### src/rtl/alu_pkg.sv
// Shared opcode, FSM state and iteration-mode definitions for the multi-cycle ALU.
package alu_pkg;

    typedef enum logic [3:0] {
        OP_ADD  = 4'b0000,
        OP_SHL  = 4'b0001,
        OP_SHR  = 4'b0010,
        OP_MOV  = 4'b0011,
        OP_OR   = 4'b0100,
        OP_XOR  = 4'b0101,
        OP_AND  = 4'b0110,
        OP_ADDI = 4'b0111,
        OP_BNE  = 4'b1000,
        OP_BEQ  = 4'b1001,
        OP_MOVI = 4'b1010,
        OP_MUL  = 4'b1011,
        OP_CMP  = 4'b1101,
        OP_NOP  = 4'b1111
    } op_t;

    typedef logic [1:0] state_t;

    localparam state_t IDLE  = 2'd0;
    localparam state_t SHIFT = 2'd1;
    localparam state_t MUL   = 2'd2;
    localparam state_t DONE  = 2'd3;

    typedef logic [1:0] iter_mode_t;

    localparam iter_mode_t MODE_SHL = 2'd0;
    localparam iter_mode_t MODE_SHR = 2'd1;
    localparam iter_mode_t MODE_MUL = 2'd2;

    function automatic logic is_shift(input op_t op);
        return (op == OP_SHL) || (op == OP_SHR);
    endfunction

endpackage

### src/rtl/alu_iter_unit.sv
// Iterative datapath: one-bit-per-cycle shifts and, with ALU_MC_MUL_EN defined, a shift-add
// multiplier. acc/last_out present the value the accumulator takes after the current step.
module alu_iter_unit
    import alu_pkg::*;
#(
    parameter int WIDTH = 8
) (
    input  logic             clk,
    input  logic             rst_n,
    input  logic             load,
    input  logic             step,
    input  logic [1:0]       mode,
    input  logic [WIDTH-1:0] op_a,
`ifdef ALU_MC_MUL_EN
    input  logic [WIDTH-1:0] op_b,
`endif
    input  logic             fill,
    output logic [WIDTH-1:0] acc,
    output logic             last_out
);

    logic [WIDTH-1:0] acc_q;
    iter_mode_t       mode_q;
    logic             fill_q;

`ifdef ALU_MC_MUL_EN
    // Multiplier keeps the running high half in hi_q; the low half shifts into acc_q
    // as the multiplier bits are consumed from its LSB.
    logic [WIDTH-1:0] hi_q;
    logic [WIDTH-1:0] mcand_q;
    logic [WIDTH-1:0] hi_nxt;
    logic [WIDTH:0]   mul_sum;
`endif

    always_comb begin
        acc      = acc_q;
        last_out = 1'b0;
`ifdef ALU_MC_MUL_EN
        mul_sum  = {1'b0, hi_q} + (acc_q[0] ? {1'b0, mcand_q} : '0);
        hi_nxt   = mul_sum[WIDTH:1];
`endif
        case (mode_q)
            MODE_SHL: begin
                acc      = {acc_q[WIDTH-2:0], fill_q};
                last_out = acc_q[WIDTH-1];
            end
            MODE_SHR: begin
                acc      = {fill_q, acc_q[WIDTH-1:1]};
                last_out = acc_q[0];
            end
`ifdef ALU_MC_MUL_EN
            MODE_MUL: begin
                acc      = {mul_sum[0], acc_q[WIDTH-1:1]};
                last_out = |hi_nxt;
            end
`endif
            default: ;
        endcase
    end

    always_ff @(posedge clk or negedge rst_n) begin
        if (!rst_n) begin
            acc_q   <= '0;
            mode_q  <= MODE_SHL;
            fill_q  <= 1'b0;
`ifdef ALU_MC_MUL_EN
            hi_q    <= '0;
            mcand_q <= '0;
`endif
        end else if (load) begin
            mode_q  <= mode;
            fill_q  <= fill;
`ifdef ALU_MC_MUL_EN
            acc_q   <= (mode == MODE_MUL) ? op_b : op_a;
            hi_q    <= '0;
            mcand_q <= op_a;
`else
            acc_q   <= op_a;
`endif
        end else if (step) begin
            acc_q   <= acc;
`ifdef ALU_MC_MUL_EN
            hi_q    <= hi_nxt;
`endif
        end
    end

endmodule

### src/rtl/alu_mc.sv
// Multi-cycle ALU with valid/ready handshake on both sides; result and flags are registered.
// Build option ALU_MC_MUL_EN enables the iterative MUL opcode (otherwise it decodes as NOP).
//
// state | meaning
// IDLE  | waiting for an op, in_ready high
// SHIFT | shifting one bit per cycle, cnt steps remaining
// MUL   | shift-add multiply, cnt steps remaining
// DONE  | out_valid high, result held until out_ready
module alu_mc
    import alu_pkg::*;
#(
    parameter int WIDTH = 8
) (
    input  logic             clk,
    input  logic             rst_n,
    input  logic             in_valid,
    output logic             in_ready,
    input  logic [3:0]       alu_cmd,
    input  logic [WIDTH-1:0] inA,
    input  logic [WIDTH-1:0] inB,
    input  logic             sc_i,
    output logic             out_valid,
    input  logic             out_ready,
    output logic [WIDTH-1:0] rslt,
    output logic             sc_o,
    output logic             pari,
    output logic             zero,
    output logic             equal
);

    localparam int               CNT_W   = $clog2(WIDTH + 1);
    localparam logic [WIDTH-1:0] WIDTH_V = WIDTH'(WIDTH);
    localparam logic [CNT_W-1:0] CNT_MAX = CNT_W'(WIDTH);

    state_t           state;
    logic [CNT_W-1:0] cnt;
    op_t              op;
    logic             accept;
    logic [CNT_W-1:0] shift_cnt;
    logic [WIDTH:0]   add_sum;
    logic [WIDTH-1:0] res_r;
    logic             res_c;
    logic             iter_start;
    iter_mode_t       iter_mode;
    state_t           iter_st;
    logic [CNT_W-1:0] iter_cnt;
    logic [WIDTH-1:0] it_acc;
    logic             it_last;

    assign op        = op_t'(alu_cmd);
    assign in_ready  = (state == IDLE) || ((state == DONE) && out_ready);
    assign out_valid = (state == DONE);
    assign accept    = in_valid && in_ready;
    assign shift_cnt = (inB >= WIDTH_V) ? CNT_MAX : inB[CNT_W-1:0];
    assign add_sum   = {1'b0, inA} + {1'b0, inB} + {{WIDTH{1'b0}}, sc_i};

    // Single-cycle results, plus the launch parameters for iterative ops.
    always_comb begin
        res_r      = '0;
        res_c      = 1'b0;
        iter_start = 1'b0;
        iter_mode  = MODE_SHL;
        iter_st    = SHIFT;
        iter_cnt   = shift_cnt;
        case (op)
            OP_ADD, OP_ADDI: {res_c, res_r} = add_sum;
            OP_SHL, OP_SHR: begin
                iter_mode = (op == OP_SHR) ? MODE_SHR : MODE_SHL;
                if (shift_cnt == '0) res_r = inA;
                else                 iter_start = 1'b1;
            end
            OP_MOV, OP_MOVI: res_r = inA;
            OP_OR:           res_r = inA | inB;
            OP_XOR:          res_r = inA ^ inB;
            OP_AND:          res_r = inA & inB;
`ifdef ALU_MC_MUL_EN
            OP_MUL: begin
                iter_start = 1'b1;
                iter_mode  = MODE_MUL;
                iter_st    = MUL;
                iter_cnt   = CNT_MAX;
            end
`endif
            default: ;
        endcase
    end

    alu_iter_unit #(.WIDTH(WIDTH)) u_iter (
        .clk      (clk),
        .rst_n    (rst_n),
        .load     (accept && iter_start),
        .step     ((state == SHIFT) || (state == MUL)),
        .mode     (iter_mode),
        .op_a     (inA),
`ifdef ALU_MC_MUL_EN
        .op_b     (inB),
`endif
        .fill     (sc_i),
        .acc      (it_acc),
        .last_out (it_last)
    );

    always_ff @(posedge clk or negedge rst_n) begin
        if (!rst_n) begin
            state <= IDLE;
            cnt   <= '0;
            rslt  <= '0;
            sc_o  <= 1'b0;
            pari  <= 1'b0;
            zero  <= 1'b0;
            equal <= 1'b0;
        end else begin
            case (state)
                SHIFT, MUL: begin
                    cnt <= cnt - CNT_W'(1);
                    // The final step's value is registered directly so latency is count+1.
                    if (cnt == CNT_W'(1)) begin
                        state <= DONE;
                        rslt  <= it_acc;
                        sc_o  <= it_last;
                        pari  <= ^it_acc;
                        zero  <= (it_acc == '0);
                    end
                end
                default: begin
                    if (accept) begin
                        equal <= (inA == inB);
                        if (is_shift(op) && iter_start) begin
                            state <= iter_st;
                            cnt   <= iter_cnt;
                        end else if (iter_start) begin
                            state <= iter_st;
                            cnt   <= iter_cnt;
                        end else begin
                            state <= DONE;
                            rslt  <= res_r;
                            sc_o  <= res_c;
                            pari  <= ^res_r;
                            zero  <= (res_r == '0);
                        end
                    end else if ((state == DONE) && out_ready) begin
                        state <= IDLE;
                    end
                end
            endcase
        end
    end

endmodule

### config.mk
export PLATFORM = sky130hd
export DESIGN_NAME = alu_mc
export DESIGN_NICKNAME = d
export VERILOG_FILES = /design/src/rtl/alu_pkg.sv /design/src/rtl/alu_iter_unit.sv /design/src/rtl/alu_mc.sv
export SDC_FILE = /design/constraint.sdc
export NUM_CORES = 1
export LEC_CHECK = 0
export CAP_MARGIN = 20
export CORE_MARGIN = 2
export CORE_UTILIZATION = 30
export DETAILED_ROUTE_END_ITERATION = 10
export GPL_TIMING_DRIVEN = 0
export HOLD_SLACK_MARGIN = 0.02
export PLACE_DENSITY = 0.49
export SLEW_MARGIN = 20
export SYNTH_ARGS = -nofsm -noshare
export SYNTH_HDL_FRONTEND = slang
export SYNTH_SLANG_ARGS = --single-unit
### constraint.sdc
create_clock -name clk -period 2.2 [get_ports clk]
set_input_delay 0.22 -clock clk [delete_from_list [all_inputs] [get_ports clk]]
set_output_delay 0.22 -clock clk [all_outputs]
set_load 0.05 [all_outputs]
==> metrics.csv <==
stage,metric,value,unit
status,status,"finished, violations left",
status,violations,negative setup slack,
synthesis,muxShareOfSynthArea,0.0473,
global_route,grt_max_degree,29,
sta,relSlewSlack,0.571,
setup_path,r2r_end,pari,
setup_path,rrSetupSlack,-0.03,ns
synthesis,yosys.area_share.simple,0.203,
synthesis,synth_compound_area_frac,0.219,
clock_network,htreeDepth,1,
setup_path,end_kind,flip-flop,
worst_hold_path,hold_path_depth,3,
power_and_ir_drop,power,3.99,mW
drt,viasPerCell,5.20,
global_route,grt_usage,0.170,
clock_network,numCtsBuffers,3,
die,coreArea,0.00830,mm²
synthesis,ys_seq_area_frac,0.270,
drt,post-route-drc-count,0,
finish,n_antenna_cell,0,
drt,wl,7910,µm
drt,wl_per_cell,16.7,µm
setup_path,cpMaxStageDelayCell,fa_2,
die,die_y,97.0,µm
global_route,grt_pass1_wl,12900,µm
setup_path,critical-path-max-stage-delay,0.38,ns
power_and_ir_drop,p_per_area,1180,mW/mm²
global_route,antenna_found_initial,0,
sta,tns,-0.497,ns
synthesis,avgSynthCellArea,8.29,µm²
synthesis,synth_flop_cell,dfrtp_1,
synthesis,syn_area,0.00259,mm²
synthesis,synth_async_sr_flop_share,1.00,
setup_path,r2r_start,u_iter.mode_q[0],
synthesis,synth_top_area_share,0.270,
clock_network,cts_root_buf,clkbuf_8,
place,dp_hpwl,6220,µm
sta,timing.final.crit_period,2.56,ns
worst_hold_path,whs_endpoint,cnt[0],
synthesis,syn_nets,368,
drt,drt-pass1-iter-count,4,
sta,skew,0.00312,ns
finish,area_delta_synth_final,30.3,%
sta,worst_pin_slew,0.644,ns
setup_path,cp.required,2.37,ns
die,ios,39,
synthesis,synth_xor_area_frac,0.0405,
sta,hold-worst-slack,0.204,ns
synthesis,synth.area.top_cells,"dfrtp_1 (27%), ha_1 (14%), nand2_1 (5.1%), a21oi_1 (4.6%), o21ai_0 (4.2%)",
sta,drv_slew,0,
sta,hold_violations,0,
power_and_ir_drop,leakagePower,1.43,nW
flow_run,max_cap_violations,0,
synthesis,ys_warn_count,0,
synthesis,synthAdderAreaFrac,0.150,
die,fp.dieW,97.0,µm
synthesis,synth_top_area_cell,dfrtp_1,
synthesis,synth_cell_types,52,
finish,drive_above_1_share,0.206,
die,row_count,33,
global_route,grt-ovfl-total,0,
setup_path,crit_type,in2reg,
clock_network,cts_max_path_buffers,2,
synthesis,synthCells,313,
sta,fmax,0.391,GHz
drt,antenna_left,0,
setup_path,path_cells,"buf_8, fa_2, inv_2, fa_2, nor2b_2, o31a_1, o31a_1, xnor2_1, o211a_1, ha_4, xnor2_4, xnor2_2, o21ai_1, a21oi_1",
sta,fin_crit_sh,1.16,
place,port_buffers,37,
setup_path,worstSetupStartpoint,sc_i,
setup_path,path_max_fanout,2,
worst_hold_path,min_from,inB[0],
setup_path,r2r_cells,8,
setup_path,crit_arrival,2.73,ns
clock_network,clk_latency,0.28,ns
synthesis,synth_top_family_by_area,compound AO/OA/AOI/OAI gates,
drt,drt-initial-drc-count,99,
sta,setup_violations,2,
place,place.gp.congestion,0.827,
finish,nNetsFinal,426,
global_route,grt_pass1_vias,2499,
worst_hold_path,hp-class,in2reg,
synthesis,ys_ff_latch,28,
sta,rsz0062_at_grt,true,
power_and_ir_drop,vdd_drop_max,0.333,mV
die,dieArea,0.00941,mm²
setup_path,start_kind,primary input,
synthesis,synth_edf_count,0,
sta,worst_slack,-0.358,ns
clock_network,cts_num_sinks,28,
drt,vias,2464,
die,start_util,0.313,
clock_network,path_clk_slew,0.09,ns
clock_network,cts_tree,yes,
==> synth_stat cells (all sizes together) (8+ instances only) <==
library cell / n
ha: 28
dfrtp: 28
o21ai: 37
mux2i: 10
nand2: 35
inv: 28
nor2: 20
a21oi: 26
nand3: 12
clkbuf: 8
buf: 8
xnor2: 8
==> placed cells by master (no fill, tap or decap), types with 2 or more instances in the layout <==
cell and n:
nor2b_1 5, a222oi_1 5, clkdlybuf4s15_1 2, nand3_1 12
clkbuf_2 4, clkdlybuf4s50_1 19, xor2_1 3, nand4_1 2
o21a_1 2, fa_2 2, ha_2 5, nand2_1 35
dlygate4sd2_1 7, nor4_4 2, mux2i_1 10, buf_2 6
clkbuf_1 3, clkbuf_8 3, inv_1 27, a21oi_1 21
dfrtp_1 28, o31a_1 2, a21oi_2 5, buf_6 2
o21ai_1 15, nor3_1 4, buf_4 19, clkdlybuf4s15_2 3
a21o_1 2, o21ai_0 21, nor4_1 4, nor2_1 19
o221a_2 2, xnor2_1 6, nand3b_1 2, ha_1 22
a2111oi_4 2
==> worst max-delay path by stage <==
stage                       to
after detailed placement  pari
after CTS                 pari
final                     pari
after global routing      pari
after floorplan           pari
after global placement    pari
==> state kept, by name, indices dropped and copies added (netlist names) <==
signal	cells
rslt	8
u_iter.mode_q	1
u_iter.fill_q	1
state	2
cnt	4
sc_o	1
pari	1
u_iter.acc_q	8
equal	1
zero	1
==> routing by layer <==
metal	up-vias	global-route usage	part of all wire
li1	1221	-	-
met1	1199	0.232	0.48
met2	38	0.293	0.48
met3	6	0.0108	0.024
met4	0	0.0412	0.014
met5	-	0	0
==> what timing repair did <==
action,4_1_cts,5_1_grt
hold buffers,1,0
setup buffers,14,3
endpoints found under the hold margin,28,0
endpoints found under the setup margin,18,20
gates resized for setup,58,16
gates cloned,0,0
pin swaps,16,7
==> worst max-delay path, delay by kind of cell <==
family                   cells  cell delay (ns)
AO/OA/AOI/OAI                5             1.00
adder cells (fa/ha/maj)      3             0.85
XOR/XNOR                     3             0.43
buffers and inverters        2             0.17
AND/OR/NAND/NOR              1             0.05
==> per-stage QoR <==
stage / utilization / setup WS (ns) / cells / instance area, µm²
2_1_floorplan: - / -0.420 / 313 / 2610
3_3_place_gp: 0.374 / -1.32 / 455 / 3110
3_5_place_dp: 0.374 / -1.31 / 455 / 3100
4_1_cts: 0.400 / -0.384 / 471 / 3320
5_1_grt: 0.408 / -0.487 / 474 / 3380
6_report: 0.408 / -0.358 / 474 / 3380
==> cell families (layout without fill, tap and decap cells) <==
logic type	count (synthesis)	after routing
adders and majority gates	30	30
muxes	12	12
xor gates and xnor gates	12	12
AOI/OAI and AO/OA	89	89
buffers and inverters	44	100
DFF	28	28
and+or+nand+nor	98	98
==> layout make-up <==
class                           instances  area, µm²
Fill cell                             896       4920
Multi-Input combinational cell        241       1840
Sequential cell                        28        701
Timing Repair Buffer                   55        492
Tap cell                              105        131
Inverter                               28        105
Buffer                                 14       76.3
Clock buffer                            3       41.3
==> power breakdown <==
group,leakage (nW),internal [mW],switching (mW),total (mW)
Combinational,1.08,1.07,1.69,2.76
Clock,0.0216,0.123,0.161,0.284
Sequential,0.322,0.780,0.160,0.940
(Power assumes the default switching activity.)
==> variant (same flow settings) <==
`WIDTH` is set to 8 in 2 places; all go to 16.
--- a/src/rtl/alu_iter_unit.sv
+++ b/src/rtl/alu_iter_unit.sv
@@ -3,7 +3,7 @@
 module alu_iter_unit
     import alu_pkg::*;
 #(
-    parameter int WIDTH = 8
+    parameter int WIDTH = 16
 ) (
     input  logic             clk,
     input  logic             rst_n,
--- a/src/rtl/alu_mc.sv
+++ b/src/rtl/alu_mc.sv
@@ -9,7 +9,7 @@
 module alu_mc
     import alu_pkg::*;
 #(
-    parameter int WIDTH = 8
+    parameter int WIDTH = 16
 ) (
     input  logic             clk,
     input  logic             rst_n,
Interface: changed (resized inA, inB and rslt); port bits go from 39 to 63. No check against the original RTL was run, so the function may have changed too.
==> variant against the unedited design <==
The flow still finishes with violations (negative setup slack); design area rose by 88%; register-to-register slack lost 0.34 ns; wire length is 130% higher; sequential cell count rose by 17; setup slack got worse by 0.46 ns; via count grew 98%; power rose by 73%; synthesized area up 84%; critical path depth is 2 higher; fmax decreased by 15%; global-route usage increased by 4.5 points.
==> variant: results (changes against the unedited design) <==
stage	metric	value	unit	change
run_status	status	finished, violations left		
run_status	violations	negative setup slack		
placed_design	portBuffers	60		+62%
timing	finalWorstSetupSlack	-0.817	ns	-0.458 ns
power	p_comb	4590	µW	+66%
clock_network	htreeDepth	2		+1
global_route	grtUsageMet2	36.6	%	+7.3 points
finish	filler_cell_count	1615		+80%
logic_synthesis	synth.distinct_cells	68		+31%
logic_synthesis	synth_compound_area_share	27.1	%	+5.2 points
drt	vias	4870		+98%
worst_setup_path	critPathMaxStageDelay	0.40	ns	+0.02 ns
clock_network	cts_resized	119		+110%
placed_design	gp_congestion	0.888		+7.4%
timing	final.setup.tns	-1.28	ns	-0.782 ns
global_route	gr-usage-met1	29.2	%	+6.1 points
placed_design	dp.final_hpwl	14100	µm	+130%
finish	ff_latch_area	1130	µm²	+61%
power	p_leak	0.00264	µW	+85%
finish	nets	781		+83%
worst_setup_path	worstRegToRegCells	10		+2
logic_synthesis	synthXorXnorAreaFrac	4.60	%	+0.55 points
finish	nonClockInverterCount	46		+64%
global_route	grtUsageMet3	1.60	%	+0.52 points
finish	num-multi-input-gates	478		+98%
logic_synthesis	synth_seq_area_share	23.6	%	-3.4 points
timing	timing.hold.ws	0.141	ns	-0.0635 ns
logic_synthesis	synth_mux_area_share	3.99	%	-0.73 points
finish	multi_input_area	3720	µm²	+100%
global_route	grt_pass1_vias	4726		+89%
logic_synthesis	syn_nets	700		+90%
clock_network	postCtsSetupBuffers	19		+5
clock_network	clk_pin_slew	0.07	ns	-0.02 ns
global_route	grt_use_total	21.5	%	+4.5 points
timing	setup_viol	2		unchanged
timing	finalClockSkew	0.00625	ns	+0.00313 ns
## variant: changes by cell type after synthesis, moves of 23 or more
cell	delta
a21oi_1	+30
o21ai_0	+34
nand2_1	+23
nor2_1	+27
ha_1	+24
## variant: layer usage
metal	up-vias	part of all wire [%]
met4	0	2.3
li1	2334	-
met5	-	0
met1	2402	47
met3	22	2.9
met2	112	48
## variant: how the worst max path moves through the flow
stage	start	endpoint	slack (ns)	cells past startpoint
floorplan	inA[0]	pari	-0.61	15
global placement	inA[7]	pari	-1.99	15
detailed placement	inA[7]	pari	-2.00	15
CTS	inA[0]	pari	-0.87	16
global route	alu_cmd[2]	pari	-0.97	14
finish	sc_i	pari	-0.82	16
## variant: metrics by stage
stage                     power (µW)  utilization (%)  instance area [µm²]  instances
after floorplan                 4520                -                 4830        605
final                           6900             40.6                 6370        903
after global routing            7380             40.6                 6370        903
after detailed placement        5860             36.4                 5720        882
after global placement          5820             36.3                 5700        881
after CTS                       6840             39.9                 6280        902
